### config.mk
export PLATFORM = sky130hd
export DESIGN_NAME = cdb_arbiter
export DESIGN_NICKNAME = d
export VERILOG_FILES = /design/src/rtl/cdb_arbiter.sv
export SDC_FILE = /design/constraint.sdc
export NUM_CORES = 1
export LEC_CHECK = 0
export ABC_CLOCK_PERIOD_IN_PS = 4200
export CAP_MARGIN = 20
export CELL_PAD_IN_SITES_DETAIL_PLACEMENT = 1
export CELL_PAD_IN_SITES_GLOBAL_PLACEMENT = 2
export CORE_MARGIN = 5
export CORE_UTILIZATION = 23
export CTS_CLUSTER_SIZE = 10
export DETAILED_ROUTE_END_ITERATION = 10
export PLACE_DENSITY = 0.82
export SYNTH_ARGS = -nofsm -noshare
export SYNTH_HDL_FRONTEND = slang
export SYNTH_SLANG_ARGS = --single-unit
### constraint.sdc
create_clock -name clk -period 4.2 [get_ports clk]
set_input_delay 1.26 -clock clk [delete_from_list [all_inputs] [get_ports clk]]
set_output_delay 1.26 -clock clk [all_outputs]
set_load 0.02 [all_outputs]
### src/rtl/cdb_arbiter.sv
// rtl/cdb_arbiter.sv - common data bus arbiter with registered broadcast and saturating count
// Round-robin arbitration when CDB_ARB_ROUND_ROBIN_EN is defined, fixed lowest-index priority otherwise.
module cdb_arbiter #(
   parameter int NREQ = 4
) (
   input  logic              clk,
   input  logic              rst,
   input  logic [NREQ-1:0]   req,
   input  logic [NREQ*4-1:0] req_id,
   input  logic [NREQ*8-1:0] req_val,
   input  logic              flush,
   output logic [NREQ-1:0]   grant,
   output logic              cdb_valid,
   output logic [3:0]        cdb_id,
   output logic [7:0]        cdb_val,
   output logic [15:0]       bcast_count
);

   logic [NREQ-1:0] w_grant;
   logic            w_any;
   logic [3:0]      w_sel_id;
   logic [7:0]      w_sel_val;

   logic            r_cdb_valid;
   logic [3:0]      r_cdb_id;
   logic [7:0]      r_cdb_val;
   logic [15:0]     r_bcast_count;

`ifdef CDB_ARB_ROUND_ROBIN_EN
   localparam int PW = (NREQ > 1) ? $clog2(NREQ) : 1;

   logic [PW-1:0] r_ptr;
   logic [PW-1:0] w_next_ptr;
   int            w_dist;
   int            w_best;

   // Winner is the requester closest to r_ptr going upward with wrap.
   always_comb begin
      w_grant    = '0;
      w_any      = 1'b0;
      w_sel_id   = '0;
      w_sel_val  = '0;
      w_next_ptr = r_ptr;
      w_dist     = 0;
      w_best     = NREQ;
      for (int j = 0; j < NREQ; j++) begin
         w_dist = (j >= int'(r_ptr)) ? (j - int'(r_ptr)) : (j + NREQ - int'(r_ptr));
         if (req[j] && (w_dist < w_best)) begin
            w_best     = w_dist;
            w_any      = 1'b1;
            w_grant    = '0;
            w_grant[j] = 1'b1;
            w_sel_id   = req_id[4*j +: 4];
            w_sel_val  = req_val[8*j +: 8];
            w_next_ptr = (j == NREQ - 1) ? '0 : PW'(j + 1);
         end
      end
      if (rst || flush) begin
         w_grant = '0;
         w_any   = 1'b0;
      end
   end
`else
   always_comb begin
      w_grant   = '0;
      w_any     = 1'b0;
      w_sel_id  = '0;
      w_sel_val = '0;
      for (int j = 0; j < NREQ; j++) begin
         if (req[j] && !w_any) begin
            w_any      = 1'b1;
            w_grant[j] = 1'b1;
            w_sel_id   = req_id[4*j +: 4];
            w_sel_val  = req_val[8*j +: 8];
         end
      end
      if (rst || flush) begin
         w_grant = '0;
         w_any   = 1'b0;
      end
   end
`endif

   // Losers are not latched; the FU keeps presenting its result until granted.
   always_ff @(posedge clk or posedge rst) begin
      if (rst) begin
         r_cdb_valid   <= 1'b0;
         r_cdb_id      <= '0;
         r_cdb_val     <= '0;
         r_bcast_count <= '0;
`ifdef CDB_ARB_ROUND_ROBIN_EN
         r_ptr         <= '0;
`endif
      end else begin
         r_cdb_valid <= w_any;
         if (w_any) begin
            r_cdb_id  <= w_sel_id;
            r_cdb_val <= w_sel_val;
            if (r_bcast_count != 16'hFFFF)
               r_bcast_count <= r_bcast_count + 16'd1;
`ifdef CDB_ARB_ROUND_ROBIN_EN
            r_ptr <= w_next_ptr;
`endif
         end
      end
   end

   assign grant       = w_grant;
   assign cdb_valid   = r_cdb_valid;
   assign cdb_id      = r_cdb_id;
   assign cdb_val     = r_cdb_val;
   assign bcast_count = r_bcast_count;

endmodule

* Word level (Yosys, flattened, before mapping) *
Index checks and enable logic that the tools add are counted.

operators by class
  $add $sub $neg = 1
  eq/ne operators = 1
  mux-type cells = 17
  reduce and logical (&&, ||, !) cells = 8

operators by type and width
  operator                                       count
  2-to-1 mux 8 bit                               4
  2-to-1 mux 4 bit                               5
  adder 16 x 1 -> 16 bit, second input constant  1
  inequality test 16 bit, second input constant  1
  2-to-1 mux 1 bit                               8
  logical AND 1 bit                              3
  logical NOT 1 bit                              3
  AND reduction 2 bit                            1
  logical OR 1 bit                               1

storage, ports and cells
  bits in registers = 29
  input bits = 55
  output and inout port bits = 33
  word-level logic and storage cells = 31

* Depth between registers and ports, before layout *
  depth in word-level cells = 12
  gate-level depth with buffers = 7
  gate-level depth less buffers = 5

* Least setup slack after synthesis *
OpenSTA, ideal clock, no wires.

  path type = input -> output
  from = input port req[1]
  to = output port grant[3]
  arrival = 2317 ps
  data required time = 2940 ps
  slack = 623 ps
  stages on the path = 4
  path buffers = 2
  cells stage by stage = buf_2 -> nor4b_2 -> clkbuf_1 -> and2_1

between the ends
  cells in the longest elaborated chain, start to end = 9

RTL lines
  element              line  source
  start, declared      8     input logic [NREQ-1:0] req,
  logical AND 1 bit *  70    if (req[j] && !w_any) begin
  2-to-1 mux 1 bit *   70
  logical NOT 1 bit    70
  logical AND 1 bit    70
  2-to-1 mux 1 bit *   70
  logical NOT 1 bit *  70
  logical AND 1 bit *  70
  2-to-1 mux 1 bit *   70
  2-to-1 mux 4 bit *   77    if (rst || flush) begin
  end, declared        12    output logic [NREQ-1:0] grant,

Mark *: on every way between the ends. The rest lies on a longest branch, timed or not.

* Final worst setup path *
  from = input port req[0]
  to = output port grant[3]

between the ends
  cells in the longest elaborated chain, start to end = 11

RTL lines
  element              line
  2-to-1 mux 1 bit *   70
  logical NOT 1 bit    70
  logical AND 1 bit    70
  2-to-1 mux 1 bit *   70
  logical NOT 1 bit    70
  logical AND 1 bit    70
  2-to-1 mux 1 bit *   70
  logical NOT 1 bit *  70
  logical AND 1 bit *  70
  2-to-1 mux 1 bit *   70
  2-to-1 mux 4 bit *   77

Marked as above.

==> reports/results.ini <==
[outcome]
outcome=finished, final reports clean

[worst_setup_path]
r2r-start=bcast_count[9]
crit_path_max_incr_delay_ps=610
cp-end-kind=primary output
worstSetupPathType=input port to primary output
worstPathMaxFanout=2
start_kind=input port
cpLargestDelayFamily=buffers and inverters
path_cells=clkdlybuf4s50_1, nor4b_2, and2_1, clkdlybuf4s50_1
path_depth=4
arrival_ps=2900
endpoint=grant[3]
rr_worst_depth=4
worstPathRequired_ps=2940
rrSetupSlack_ps=2270
r2r_end=bcast_count[1]
crit_buf_inv=2
crit_start=req[0]
crit_slowest_cell=clkdlybuf4s50_1
crit_path_frequent_cell=clkdlybuf4s50_1

[clock_network]
clock_sinks=29
hold_buffers=0
cts-root-buf=clkbuf_8
clk-insertion-delay-late_ps=280
cts_resized=0
cts_tree=yes
cts_buffers=5
htree_levels=2
clk_pin_slew_worst_paths_ps=70
cts_buffer_depth=2
cts_setup_buffers=0

[cells_and_area]
fin_area_sq_um=2720
n_fill_cell=796
diodes=0
layout_common_cells=clkdlybuf4s50_1 (87), dfrtp_1 (29), a21oi_1 (22)
post-route-util_pct=39.8
area_growth_syn_to_layout_pct=67.8
finalNetCount=312
layout_commonest_cell=clkdlybuf4s50_1
instances_no_fill=353
layout-drive-gt1-share_pct=10.5

[logic_synthesis]
synth_top_family_by_area=simple AND/OR/NAND/NOR gates
synth_compound_area_share_pct=18.2
ys.flop_type=dfrtp_1
synth.top_cells.by_area=dfrtp_1 (45%), a21oi_1 (6.8%), a221o_1 (6.8%)
syn_inst=163
async_reset_ff_share_pct=100
synth_top_area_share_pct=44.8
ys_seq_area_share_pct=44.8
synth.avg_cell_area_sq_um=9.93
yosys.area_share.simple_pct=21.3
ys_warn_count=0
synth_nets=219
synth_mux_area_share_pct=1.85
syn_area_sq_um=1620
synth_xor_area_share_pct=8.11
synth_largest_area_cell=dfrtp_1
synth-adder-area-share_pct=0.773
synth_cell_types=35
ys_seq_elements=29
synth_edf_count=0

[route]
drtAntennaViolNets=0
met3_length_um=344
vias=1653
wl_um=5920
drt_pre_antenna_iters=4
routed.top_layer=met4
wl_per_cell_um=16.8
wl_met2_um=2780
remaining_drc_errors=0
drt_iter0_drc=32
viasPerCell=4.68
wl_met1_um=2770

[floorplanning]
core_sq_um=6830
die_height_um=93.9
io_pins=88
start_util_pct=23.7
floorplan.rows=30
die_w_um=93.9
dieArea_sq_um=8820

[timing]
fin_tns_setup_ps=0
finalHoldViolCount=0
fin_crit_sh_pct=99.0
skew_ps=9.16
finalCriticalPeriod_ps=4160
setup_viol_count_final=0
grt_setup_unrepaired=false
maxSlewViolCount=0
tightest_slew_ps=960
fmax_mhz=240
slew_headroom_pct=35.9

[global_routing]
track_usage_pct=13.6
grt-ovfl-total=0
grt_pass1_wl_um=9360
grt_max_degree=30
grt_pass1_vias=1806
antenna_found_initial=0

[place]
dp_hpwl_um=4480
placed_cells=345
place_congestion=0.745
dpl_cell_area_sq_um=2610
io_buffers=87

[run]
cap_violations=0

[power]
ir_drop_v=0.000255
powerDensity_nw_per_um2=365
p_leak_nw=1.11

[hold_path]
min_path_type=flop to flop

[metrics by stage]
stage	setup slack [ps]	power, mW	hold WS, ps
after floorplan	623	0.545	596
after global placement	37.5	0.734	489
after detailed placement	27.4	0.743	510
after CTS	27.4	1.01	524
after global routing	10.3	1.06	538
final	40.9	0.990	516
[how the worst min path moves through the flow]
| stage | depth (start not counted) | from | to |
|---|---|---|---|
| global route | 1 | bcast_count[6] | bcast_count[6] |
| CTS | 1 | bcast_count[6] | bcast_count[6] |
| global placement | 1 | bcast_count[15] | bcast_count[15] |
| finish | 1 | bcast_count[6] | bcast_count[6] |
| detailed placement | 1 | cdb_val[7] | cdb_val[7] |
| floorplan | 1 | bcast_count[15] | bcast_count[15] |
[state kept, by name (all words and copies together), names as in the netlist]
register,cells
cdb_id,4
cdb_valid,1
bcast_count,16
cdb_val,8
[cells by family after synthesis]
family                   after synthesis
adder cells (fa/ha/maj)                1
flip-flops                            29
buffers and inverters                 13
multiplexers                           2
AO/OA/AOI/OAI                         47
XOR/XNOR                              15
AND/OR/NAND/NOR                       56
[synthesized netlist by cell type (2+ instances only)]
library cell / number
dfrtp_1: 29
a21oi_1: 22
nor2_1: 14
o21ai_0: 12
a221o_1: 11
xor2_1: 11
nor3_1: 8
nand4_1: 6
nand2_1: 5
clkbuf_1: 4
nand3_1: 4
xnor2_1: 4
and3_1: 3
buf_6: 3
a22oi_1: 2
and4_1: 2
inv_1: 2
mux2_4: 2
nand4b_1: 2
nor4_1: 2
[layout make-up]
type                            instances  area, sq um  share of cell area [%]
Inverter                                3         13.8                   0.507
Clock inverter                          1         5.00                   0.184
Tap cell                               96          120                    4.42
Clock buffer                            7         96.3                    3.55
Sequential cell                        29          726                    26.7
Timing Repair Buffer                   96          938                    34.5
Multi-Input combinational cell        121          817                    30.1
[power by group]
part	total, mW	switching [mW]	leakage [nW]	internal, mW
clock network	0.257	0.109	0.0542	0.148
registers	0.387	0.0570	0.356	0.330
logic	0.346	0.158	0.700	0.188
[routing by layer]
layer  vias up  GRT usage, %
li1        790             -
met1       800          17.4
met2        58          22.9
met3         5          3.69
met4         0          3.13
met5         -             0
Note: power is estimated with default switching activity, not from simulation.
